**config.mk**
```make
export PLATFORM = sky130hd
export DESIGN_NAME = vbus_arbiter
export DESIGN_NICKNAME = d
export VERILOG_FILES = /design/src/rtl/vbus_arbiter.sv
export SDC_FILE = /design/constraint.sdc
export NUM_CORES = 1
export LEC_CHECK = 0
export CELL_PAD_IN_SITES_DETAIL_PLACEMENT = 0
export CELL_PAD_IN_SITES_GLOBAL_PLACEMENT = 1
export CORE_MARGIN = 5
export CORE_UTILIZATION = 27
export DETAILED_ROUTE_END_ITERATION = 10
export PLACE_DENSITY = 0.86
export SLEW_MARGIN = 20
export SYNTH_ARGS = -nofsm -noshare
export SYNTH_HDL_FRONTEND = slang
export SYNTH_SLANG_ARGS = --single-unit
```
**constraint.sdc**
```tcl
create_clock -name clk -period 2 [get_ports clk]
set_input_delay 0.6 -clock clk [delete_from_list [all_inputs] [get_ports clk]]
set_output_delay 0.6 -clock clk [all_outputs]
set_load 0.005 [all_outputs]
```
**src/rtl/vbus_arbiter.sv**
```systemverilog
// Memory bus arbiter: the CPU owns the bus by default. The VPU DMA (high priority) and a
// burst-limited aux DMA take it over via the hold/ba handshake.
module vbus_arbiter #(
    parameter int AUX_MAX_BURST = 16,
    parameter int BA_TIMEOUT    = 255
) (
    input  logic        clk,
    input  logic        rst,
    input  logic [15:0] cpu_addr,
    input  logic        cpu_cs,
    input  logic        ba,
    output logic        hold,
    input  logic        req_vpu,
    input  logic [15:0] addr_vpu,
    input  logic        cs_vpu,
    output logic        gnt_vpu,
    input  logic        req_aux,
    input  logic [15:0] addr_aux,
    input  logic        cs_aux,
    output logic        gnt_aux,
    output logic [15:0] mem_addr,
    output logic        mem_cs,
    output logic [1:0]  owner,
    output logic        ba_err
);

    localparam logic [2:0] S_CPU   = 3'd0;
    localparam logic [2:0] S_HOLDW = 3'd1;
    localparam logic [2:0] S_GNT_V = 3'd2;
    localparam logic [2:0] S_GNT_A = 3'd3;
    localparam logic [2:0] S_TURN  = 3'd4;
    localparam logic [2:0] S_REL   = 3'd5;

    localparam int TW = $clog2(BA_TIMEOUT + 1);
    localparam int BW = $clog2(AUX_MAX_BURST + 1);
    localparam logic [TW-1:0] T_MAX  = TW'(BA_TIMEOUT);
    localparam logic [TW-1:0] T_LAST = TW'(BA_TIMEOUT - 1);
    localparam logic [BW-1:0] B_LAST = BW'(AUX_MAX_BURST - 1);

    logic [2:0]    state, state_d;
    logic [TW-1:0] tcnt;
    logic [BW-1:0] bcnt;

    // NOTE: every variable gets a default at the top of always_comb so no path can infer a latch.
    always_comb begin
        state_d = state;
        case (state)
            S_CPU:   if (req_vpu || req_aux) state_d = S_HOLDW;
            S_HOLDW: if (ba) state_d = req_vpu ? S_GNT_V : (req_aux ? S_GNT_A : S_REL);
            S_GNT_V: if (!req_vpu) state_d = S_TURN;
            S_GNT_A: if (!req_aux || (req_vpu && bcnt >= B_LAST)) state_d = S_TURN;
            S_TURN:  state_d = req_vpu ? S_GNT_V : (req_aux ? S_GNT_A : S_REL);
            S_REL:   if (!ba) state_d = S_CPU;
            default: state_d = S_CPU;
        endcase
    end

    // Outputs are registered from the next state so they change in step with the state register.
    // NOTE: sequential state uses non-blocking assignments only, avoiding races between always_ff blocks.
    always_ff @(posedge clk) begin
        if (rst) begin
            state   <= S_CPU;
            hold    <= 1'b0;
            gnt_vpu <= 1'b0;
            gnt_aux <= 1'b0;
            owner   <= 2'd0;
            ba_err  <= 1'b0;
            tcnt    <= '0;
            bcnt    <= '0;
        end else begin
            state   <= state_d;
            hold    <= (state_d == S_HOLDW) || (state_d == S_GNT_V) ||
                       (state_d == S_GNT_A) || (state_d == S_TURN);
            gnt_vpu <= (state_d == S_GNT_V);
            gnt_aux <= (state_d == S_GNT_A);
            case (state_d)
                S_CPU:   owner <= 2'd0;
                S_GNT_V: owner <= 2'd1;
                S_GNT_A: owner <= 2'd2;
                default: owner <= 2'd3;
            endcase

            if (state == S_HOLDW && !ba) begin
                if (tcnt != T_MAX) tcnt <= tcnt + 1'b1;
                if (tcnt == T_LAST) ba_err <= 1'b1;
            end else begin
                tcnt <= '0;
            end

            // Losing ba while a DMA master owns the bus is a protocol violation; the grant is kept.
            if ((state == S_GNT_V || state == S_GNT_A) && !ba) ba_err <= 1'b1;

            if (state == S_GNT_A) begin
                if (bcnt != B_LAST) bcnt <= bcnt + 1'b1;
            end else begin
                bcnt <= '0;
            end
        end
    end

    always_comb begin
        mem_addr = cpu_addr;
        mem_cs   = 1'b0;
        case (state)
            S_CPU:   mem_cs = cpu_cs;
            S_GNT_V: begin mem_addr = addr_vpu; mem_cs = cs_vpu; end
            S_GNT_A: begin mem_addr = addr_aux; mem_cs = cs_aux; end
            default: ;
        endcase
    end

endmodule

```
==> qor.csv, run 1 <==
stage,metric,value,unit
critical_path,Max stage delay on crit path,0.46,ns
detailed_routing,total iterations of the first detailed-routing run,4,
placement,Placed Cells,339,
clocking,register clock-pin slew on the reported worst setup and hold paths,0.07,ns
yosys,Syn. warnings,0,
yosys,post-synth net total,245,
floorplanning,initial cell density of the core,0.273,
yosys,"Avg Cell Area, Syn",8.03,um2
yosys,compound-gate portion of the synthesized area,0.175,
timing,RSZ-0062 raised after global routing,no,
placement,dpl hpwl,3.56,mm
layout,Syn-to-layout area delta,65.9,%
detailed_routing,routed wire length,4.33,mm
critical_path,Worst Path Max Fanout,1,
critical_path,startpoint of the worst register-to-register path,bcnt[0],
timing,transition time at the pin with the least slew margin,0.283,ns
power,power per unit of standard cell area,530,mW/mm2
timing,worst path setup slack after routing,0.0354,ns
detailed_routing,DRC errors left,0,
timing,Max transition margin,0.811,
timing,FMAX,509,MHz
yosys,post-synthesis instance area,0.00149,mm2
timing,clock skew after layout,0.00366,ns
layout,Final Non-Filler Cells,343,
critical_path,capture point of the worst reg-to-reg path,owner[0],
detailed_routing,initial detailed-routing violation count,72,
critical_path,crit path cell chain,clkdlybuf4s50_1 -> mux2i_1 -> o21ai_1 -> buf_2,
clocking,number of clock sinks,22,
detailed_routing,Final ANT Viol Nets,0,
layout,area of all placed cells without fillers,0.00247,mm2
yosys,number of instances in the synthesized netlist,185,
run,count of max-cap constraint violations,0,
layout,share of final-layout standard cells stronger than drive strength 1,0.170,
clocking,number of levels in the clock H-tree,1,
timing,worst hold slack,0.495,ns
timing,final-report max-slew violation count,0,
timing,post-layout minimum cycle time,1.96,ns
layout,post-route core utilization,0.453,
layout,post-layout net count,332,
floorplanning,area of the core region,0.00544,mm2
power,Static Leak,0.00119,uW
global_route,largest net degree at the start of global routing,33,
global_route,global-route total usage across every layer,0.115,
critical_path,WP data required,1.40,ns
placement,worst setup slack after placement,-0.475,ns
yosys,Synth cell types,40,
critical_path,Critical Path Start Type,input pin,
run_status,run status,finished clean,
global_route,wire length of the first global-routing pass,6.81,mm
floorplanning,die area,0.00709,mm2
floorplanning,total I/O pin count,79,
hold_path,worst hold start,ba_err,
yosys,main combinational cell family by area after synthesis,simple AND/OR/NAND/NOR gates,
clocking,clock root buffer,clkbuf_8,
layout,count of antenna diodes in the layout,0,
timing,final critical-path share of the clock period,0.982,
detailed_routing,DR WL/cell,12.6,um
critical_path,number of cells on the worst reg-to-reg path,6,
floorplanning,die outline width,84.2,um
hold_path,hold path depth,1,
yosys,Post-Synth Simple-Gate Area,0.283,
detailed_routing,vias,1550,
critical_path,CP Data Arrival Time,1.36,ns
detailed_routing,detail-routed via count per cell,4.52,
clocking,CTS tree,yes,
hold_path,Hold Path End,ba_err,
floorplanning,Std-Cell Rows,27,
yosys,synthesized-area fraction occupied by adder cells,0.0337,
critical_path,CP Class,input pin to output port,
clocking,source-to-sink clock delay at the later pin of the worst-skew pair,0.26,ns
placement,GPL Wtd Cong,0.750,
power,highest ir drop seen on vdd,0.361,mV
timing,number of failing setup endpoints in the final timing report,0,
placement,Placed Instance Area,0.00242,mm2
critical_path,Critical Path Sink Type,output port,
global_route,overflow left after global routing,0,
yosys,XOR/XNOR share of the synthesized area,0.0354,
clocking,CTS Buf Count,3,
hold_path,Hold/Removal Path Class,flip-flop to flip-flop,
floorplanning,DIE HEIGHT,84.2,um
critical_path,slack of the worst reg-to-reg path,0.17,ns
global_route,number of antenna violations at the first check in global routing,0,
yosys,Yosys reg bits,22,
critical_path,cell with the biggest individual delay on the critical path,clkdlybuf4s50_1,
global_route,vias in the first global route,1472,
placement,total of buffers placed on input and output ports,78,
timing,count of endpoints failing hold in the final timing report,0,
clocking,"buffers from clock root to sink, at most",2,
yosys,multiplexer share of the synthesized area,0.128,
yosys,sequential area share after synthesis,0.296,
clocking,post-CTS setup buffer count,0,
[worst max-delay path, delay by kind of cell]
| family | cells | cell delay [ns] |
|---|---|---|
| compound gates | 1 | 0.11 |
| buf+inv | 2 | 0.59 |
| mux | 1 | 0.07 |
[per-stage QoR]
stage / TNS, ns / total power, uW
after floorplan: 0 / 682
after global placement: -7.26 / 952
after detailed placement: -7.60 / 955
after CTS: 0 / 1330
after global routing: 0 / 1390
final: 0 / 1310
[sequential cells by signal (all words and copies together), names as in the netlist]
name and count:
state 3, tcnt 8, hold 1, bcnt 5, gnt_aux 1, owner 2, gnt_vpu 1, ba_err 1
[area by class of cell]
| class | count | area, um2 |
|---|---|---|
| fill | 550 | 2970 |
| multi-input combinational | 148 | 973 |
| timing repair buffer | 93 | 875 |
| sequential | 22 | 442 |
| tap | 72 | 90.1 |
| clock buffer | 3 | 41.3 |
| clock inverter | 1 | 30.0 |
| inverter | 4 | 15.0 |
[cell usage after synthesis (all sizes together)]
cell type	number	area [um2]
or4b	1	10.0
mux2i	19	190
nor2b	2	12.5
a311oi	1	15.0
nor3	6	35.0
inv	4	15.0
or2	1	6.26
xor2	3	26.3
ha	4	50.1
nand2	22	82.6
a22o	1	8.76
nor2	22	82.6
a21bo	1	10.0
nand4b	1	8.76
nand2b	3	18.8
xnor2	3	26.3
and3	4	25.0
o31ai	1	12.5
nand3	3	15.0
nand3b	2	27.5
dfxtp	22	440
nor4bb	1	16.3
buf	6	38.8
nand4	4	25.0
a31oi	3	18.8
o211ai	1	12.5
and4	4	35.0
and2	2	12.5
o21a	1	7.51
or2b	1	7.51
a21oi	8	40.0
clkbuf	5	18.8
o21ai	20	100
a211oi	3	35.0
[cell usage in the layout, fill, tap and decap left out, types with 4 or more instances in the layout]
cell,netlist,layout
ha_1,4,4
buf_2,4,17
and4_1,4,4
inv_1,4,4
o21ai_1,1,17
buf_4,1,13
dlymetal6s2s_1,0,21
nand2_1,22,22
nand4_1,4,4
mux2i_1,19,19
nor3_1,5,5
dfxtp_1,22,21
nor2_1,22,22
a21oi_1,8,8
clkdlybuf4s50_1,0,38
and3_1,4,4
[routing by layer]
metal / track usage / up-vias / routed length (um)
met5: 0 / - / 0
li1: - / 832 / -
met3: 0.0236 / 4 / 134
met4: 0.0132 / 0 / 43
met1: 0.145 / 692 / 1930
met2: 0.206 / 22 / 2220
[power by group]
part	total [uW]	leakage, uW	internal (uW)	switching (uW)
Sequential	468	0.000179	458	9.92
Combinational	437	0.000973	254	183
Clock	402	0.0000357	267	135
Total	1310	0.00119	978	328
[logic make-up after synthesis]
kind of cell,after synthesis
XOR/XNOR,6
flip-flops,22
adder cells (fa/ha/maj),4
AND/OR/NAND/NOR,79
buffers and inverters,15
AO/OA/AOI/OAI,40
multiplexers,19
[worst max-delay path by stage]
stage	from	end	slack (ns)	depth (start not counted)
after floorplan	bcnt[0]	owner[0]	0.22	7
after global placement	cs_vpu	mem_cs	-0.45	6
after detailed placement	cs_vpu	mem_cs	-0.48	6
after CTS	addr_aux[2]	mem_addr[2]	0.0006	4
after global routing	addr_aux[1]	mem_addr[1]	0.0008	4
final	addr_aux[14]	mem_addr[14]	0.04	4
[what timing repair did]
action | CTS | global route
setup endpoints to repair | 17 | 12
cloned | 0 | 0
pin swaps | 3 | 13
endpoints found under the hold margin | 0 | 0
gates resized for setup | 83 | 26
hold buffers | 0 | 0
Note: power is estimated with default switching activity, not from simulation.
==> run 2: changes to the inputs <==
Settings changed: PLACE_DENSITY 0.86 to 0.8.
==> qor.csv, run 2 (synthesized netlist as in run 1, its figures left out) <==
stage,metric,value,unit,change
run_status,run status,finished clean,,
critical_path,Critical Path Sink Type,output port,,
floorplanning,initial cell density of the core,0.273,,unchanged
timing,clock skew after layout,0.00253,ns,-0.00113 ns
timing,final-report max-slew violation count,0,,unchanged
timing,Max transition margin,0.792,,-0.0187
layout,"commonest cells after routing, fill and taps aside","clkdlybuf4s50_1, dlymetal6s2s_1, nand2_1, nor2_1, dfxtp_1",,
clocking,number of clock sinks,22,,unchanged
placement,total of buffers placed on input and output ports,78,,unchanged
critical_path,startpoint of the worst register-to-register path,bcnt[0],,
placement,Placed Instance Area,0.00242,mm2,-0.10%
layout,Syn-to-layout area delta,66.9,%,
global_route,number of antenna violations at the first check in global routing,0,,unchanged
critical_path,CP Class,input pin to output port,,
detailed_routing,vias,1533,,-1.1%
timing,final setup TNS,0,ns,unchanged
hold_path,worst hold start,ba_err,,
timing,transition time at the pin with the least slew margin,0.308,ns,+0.0248 ns
floorplanning,area of the core region,0.00544,mm2,unchanged
layout,area of all placed cells without fillers,0.00248,mm2,+0.61%
global_route,wire length of the first global-routing pass,7.20,mm,+5.8%
detailed_routing,detail-routed via count per cell,4.50,,-0.52%
clocking,hold_buf cts,0,,unchanged
critical_path,slack of the worst reg-to-reg path,0.20,ns,+0.03 ns
detailed_routing,WL met3,120,um,-10%
clocking,source-to-sink clock delay at the later pin of the worst-skew pair,0.26,ns,about the same
layout,area taken by flip-flops and latches,442,um2,unchanged
hold_path,hold path depth,1,,unchanged
clocking,CTS tree,yes,,
detailed_routing,routed wire length,4.51,mm,+4.1%
timing,final critical-path share of the clock period,0.981,,about the same
timing,post-layout minimum cycle time,1.96,ns,-0.00179 ns
global_route,global-route total usage across every layer,0.123,,+0.00881
detailed_routing,routed wl met2,2.27,mm,+2.3%
timing,FMAX,509,MHz,about the same
layout,count of antenna diodes in the layout,0,,unchanged
floorplanning,total I/O pin count,79,,unchanged
global_route,largest net degree at the start of global routing,33,,unchanged
detailed_routing,M1 wire length,2.08,mm,+7.7%
clocking,CTS Buf Count,3,,unchanged
global_route,vias in the first global route,1455,,-1.2%
critical_path,Worst Path Max Fanout,1,,unchanged
placement,GPL Wtd Cong,0.769,,+2.6%
floorplanning,die area,0.00709,mm2,unchanged
timing,number of failing setup endpoints in the final timing report,0,,unchanged
layout,"Most flops, register",tcnt,,
layout,"commonest non-fill, non-tap cell in the layout",clkdlybuf4s50_1,,
layout,largest registers,"tcnt (8), bcnt (5), state (3)",,
timing,count of endpoints failing hold in the final timing report,0,,unchanged
hold_path,Hold/Removal Path Class,flip-flop to flip-flop,,
layout,Multi-input gate area,973,um2,unchanged
timing,RSZ-0062 raised after global routing,no,,
global_route,overflow left after global routing,0,,unchanged
detailed_routing,total iterations of the first detailed-routing run,4,,unchanged
floorplanning,DIE HEIGHT,84.2,um,unchanged
critical_path,WP data required,1.40,ns,about the same
detailed_routing,Final ANT Viol Nets,0,,unchanged
hold_path,Hold Path End,ba_err,,
power,highest ir drop seen on vdd,0.244,mV,-33%
power,power per unit of standard cell area,530,mW/mm2,about the same
clocking,post-CTS setup buffer count,0,,unchanged
detailed_routing,DR WL/cell,13.2,um,+4.7%
power,Static Leak,0.00125,uW,+5.4%
placement,dpl hpwl,3.63,mm,+1.9%
layout,share of final-layout standard cells stronger than drive strength 1,0.164,,-0.00617
floorplanning,die outline width,84.2,um,unchanged
clocking,number of levels in the clock H-tree,1,,unchanged
critical_path,number of cells on the worst reg-to-reg path,6,,unchanged
layout,number of flip-flops under the largest register name,8,,unchanged
critical_path,Critical Path Start Type,input pin,,
floorplanning,Std-Cell Rows,27,,unchanged
detailed_routing,Top Layer Used,met4,,
critical_path,CP Data Arrival Time,1.36,ns,about the same
layout,count of filler cells inserted in the layout,545,,-0.91%
clocking,"buffers from clock root to sink, at most",2,,unchanged
critical_path,capture point of the worst reg-to-reg path,gnt_vpu,,
clocking,clock root buffer,clkbuf_8,,
layout,post-layout net count,330,,-0.60%
run,count of max-cap constraint violations,0,,unchanged
detailed_routing,DRC errors left,0,,unchanged
clocking,register clock-pin slew on the reported worst setup and hold paths,0.08,ns,about the same
detailed_routing,initial detailed-routing violation count,94,,+31%
## run 2: cell count changes in the layout (fill, tap and decap cells not counted), sizes merged
cell / delta
dlygate4sd2: -1
clkdlybuf4s15: +1
buf: -2
dlymetal6s2s: +8
clkdlybuf4s50: -8
## run 2: worst max path at each step
stage | start | end | slack (ns) | cells past startpoint
floorplan | bcnt[0] | owner[0] | 0.22 | 7
global placement | cs_vpu | mem_cs | -0.44 | 6
detailed placement | cs_vpu | mem_cs | -0.44 | 6
CTS | addr_vpu[9] | mem_addr[9] | -0.09 | 4
global route | cpu_cs | mem_cs | 0.01 | 6
finish | addr_aux[14] | mem_addr[14] | 0.04 | 4
## run 2: power breakdown
group / internal [uW] / switching [uW] / leakage, uW
logic: 253 / 184 / 0.00104
clock network: 267 / 143 / 0.0000357
registers: 458 / 9.81 / 0.000179
## run 2: worst max-delay path, cell delays in order
cell,delay [ns]
clkdlybuf4s50_1,0.46
mux2i_1,0.06
o21ai_1,0.11
buf_2,0.13
## run 2: area by class of cell
type,instances,share of cell area
clock buffers,3,0.0166
flip-flops and latches,22,0.178
multi-input cells,148,0.392
clock inverters,1,0.0121
repair buffers,91,0.359
inverters,4,0.00605
well taps,72,0.0363
## run 2: repair_timing
item / 4_1_cts / 5_1_grt
setup endpoints to repair: 17 / 17
resized for setup: 78 / 39
hold endpoints to repair: 0 / 0
pin swaps: 1 / 12
cloned: 0 / 0
## run 2: through the flow
| step | total power [uW] | setup WS [ns] | std cells | util | hold slack [ns] |
|---|---|---|---|---|---|
| 2_1_floorplan | 682 | 0.219 | 185 | - | 0.464 |
| 3_3_place_gp | 958 | -0.439 | 337 | 0.445 | 0.453 |
| 3_5_place_dp | 960 | -0.445 | 337 | 0.445 | 0.462 |
| 4_1_cts | 1340 | -0.0904 | 341 | 0.444 | 0.482 |
| 5_1_grt | 1390 | 0.0119 | 341 | 0.456 | 0.525 |
| 6_report | 1310 | 0.0372 | 341 | 0.456 | 0.473 |
## run 2: layer usage
metal	GRT usage	up-vias
met5	0	-
met4	0.0263	0
met3	0.0275	5
met2	0.209	20
met1	0.160	683
li1	-	825
==> run 3: changes to the inputs <==
Settings changed: SKIP_CTS_REPAIR_TIMING set to 1.
==> qor.csv, run 3 (synthesized netlist as in run 1, its figures left out) <==
stage,metric,value,unit,change
timing,post-layout minimum cycle time,1.96,ns,+0.000586 ns
global_route,vias in the first global route,1463,,+0.55%
run,count of max-cap constraint violations,0,,unchanged
placement,total of buffers placed on input and output ports,78,,unchanged
layout,largest registers,"tcnt (8), bcnt (5), state (3)",,
power,combinational group share of total power,0.332,,about the same
floorplanning,initial cell density of the core,0.273,,unchanged
floorplanning,DIE HEIGHT,84.2,um,unchanged
power,total power after layout,1310,uW,about the same
power,switching power summed over all nets,335,uW,-0.34%
layout,"Most flops, register",tcnt,,
floorplanning,total I/O pin count,79,,unchanged
clocking,clock root buffer,clkbuf_8,,
layout,Syn-to-layout area delta,66.8,%,
critical_path,WP data required,1.40,ns,about the same
power,proportion of power drawn by the clock network,0.312,,about the same
timing,final setup TNS,0,ns,unchanged
detailed_routing,initial detailed-routing violation count,72,,-23%
floorplanning,Std-Cell Rows,27,,unchanged
floorplanning,area of the core region,0.00544,mm2,unchanged
layout,count of antenna diodes in the layout,0,,unchanged
timing,RSZ-0062 raised after global routing,yes,,
detailed_routing,vias,1539,,+0.39%
critical_path,CP Class,input pin to output port,,
critical_path,Critical Path Sink Type,output port,,
timing,final-report max-slew violation count,0,,unchanged
layout,number of flip-flops under the largest register name,8,,unchanged
power,highest ir drop seen on vdd,0.244,mV,about the same
clocking,register clock-pin slew on the reported worst setup and hold paths,0.08,ns,about the same
layout,share of final-layout standard cells stronger than drive strength 1,0.160,,-0.00372
layout,"commonest cells after routing, fill and taps aside","clkdlybuf4s50_1, dlymetal6s2s_1, nand2_1, nor2_1, dfxtp_1",,
power,power per unit of standard cell area,530,mW/mm2,about the same
detailed_routing,DR WL/cell,13.1,um,-1.0%
global_route,number of antenna violations at the first check in global routing,0,,unchanged
timing,clock skew after layout,0.00253,ns,-0.0000000300 ns
critical_path,Worst Path Max Fanout,1,,unchanged
placement,GPL Wtd Cong,0.769,,unchanged
hold_path,Hold/Removal Path Class,flip-flop to flip-flop,,
clocking,number of levels in the clock H-tree,1,,unchanged
clocking,source-to-sink clock delay at the later pin of the worst-skew pair,0.26,ns,about the same
detailed_routing,detail-routed via count per cell,4.51,,+0.39%
timing,final critical-path share of the clock period,0.982,,about the same
timing,FMAX,509,MHz,about the same
run_status,run status,finished clean,,
timing,transition time at the pin with the least slew margin,0.308,ns,-0.000224 ns
power,switch share,0.255,,-0.000825
critical_path,CP Data Arrival Time,1.36,ns,about the same
critical_path,Critical Path Start Type,input pin,,
power,Internal Power,979,uW,about the same
global_route,largest net degree at the start of global routing,33,,unchanged
detailed_routing,DRC errors left,0,,unchanged
detailed_routing,total iterations of the first detailed-routing run,4,,unchanged
layout,"commonest non-fill, non-tap cell in the layout",clkdlybuf4s50_1,,
global_route,wire length of the first global-routing pass,7.22,mm,+0.19%
power,share of power burned in registers,0.355,,about the same
layout,post-layout net count,330,,unchanged
clocking,number of clock sinks,22,,unchanged
timing,Max transition margin,0.792,,about the same
global_route,global-route total usage across every layer,0.124,,+0.000406
clocking,CTS tree,yes,,
clocking,CTS Buf Count,3,,unchanged
power,Static Leak,0.00124,uW,-0.91%
floorplanning,die outline width,84.2,um,unchanged
floorplanning,die area,0.00709,mm2,unchanged
detailed_routing,Final ANT Viol Nets,0,,unchanged
timing,number of failing setup endpoints in the final timing report,0,,unchanged
timing,worst hold slack,0.473,ns,unchanged
detailed_routing,routed wire length,4.46,mm,-1.0%
timing,count of endpoints failing hold in the final timing report,0,,unchanged
placement,dpl hpwl,3.63,mm,unchanged
clocking,"buffers from clock root to sink, at most",2,,unchanged
global_route,overflow left after global routing,0,,unchanged
run 3: worst max-delay path: stages:
cell,delay [ns]
clkdlybuf4s50_1,0.46
mux2i_1,0.06
o21ai_1,0.11
buf_2,0.13
run 3: final timing paths:
path / endpoint / cells after the start / slack (ns) / startpoint
max: mem_addr[14] / 4 / 0.04 / addr_aux[14]
min: ba_err / 1 / 0.47 / ba_err
max reg2reg: gnt_vpu / 6 / 0.20 / bcnt[0]
min reg2reg: ba_err / 1 / 0.47 / ba_err
run 3: area by class of cell:
class,instances,area [um2]
fill,544,2960
multi-input combinational,148,973
timing repair buffer,91,888
sequential,22,440
tap,72,90.1
clock buffer,3,41.3
clock inverter,1,30.0
inverter,4,15.0
run 3: layer usage:
metal  track usage  routed length, um  vias up  share of wire
met1         0.161               2070      689           0.46
li1              -                  -      821              -
met3        0.0275                121        7          0.027
met5             0                  0        -              0
met4        0.0322                 65        0          0.015
met2         0.207               2200       22           0.49
run 3: power groups by stage:
stage          Sequential (uW)  Combinational, uW  Clock (uW)
6_report                   467                437         410
5_1_grt                    470                478         445
4_1_cts                    467                484         426
3_5_place_dp               478                482           0
3_3_place_gp               478                481           0
2_1_floorplan              477                204           0
run 3: metrics by stage:
| stage | setup WS (ns) | cells | util | cell area [um2] |
|---|---|---|---|---|
| after floorplan | 0.219 | 185 | - | 1490 |
| after global placement | -0.439 | 337 | 0.445 | 2420 |
| after detailed placement | -0.445 | 337 | 0.445 | 2420 |
| after CTS | -0.445 | 341 | 0.458 | 2490 |
| after global routing | -0.0351 | 341 | 0.456 | 2480 |
| final | 0.0366 | 341 | 0.456 | 2480 |
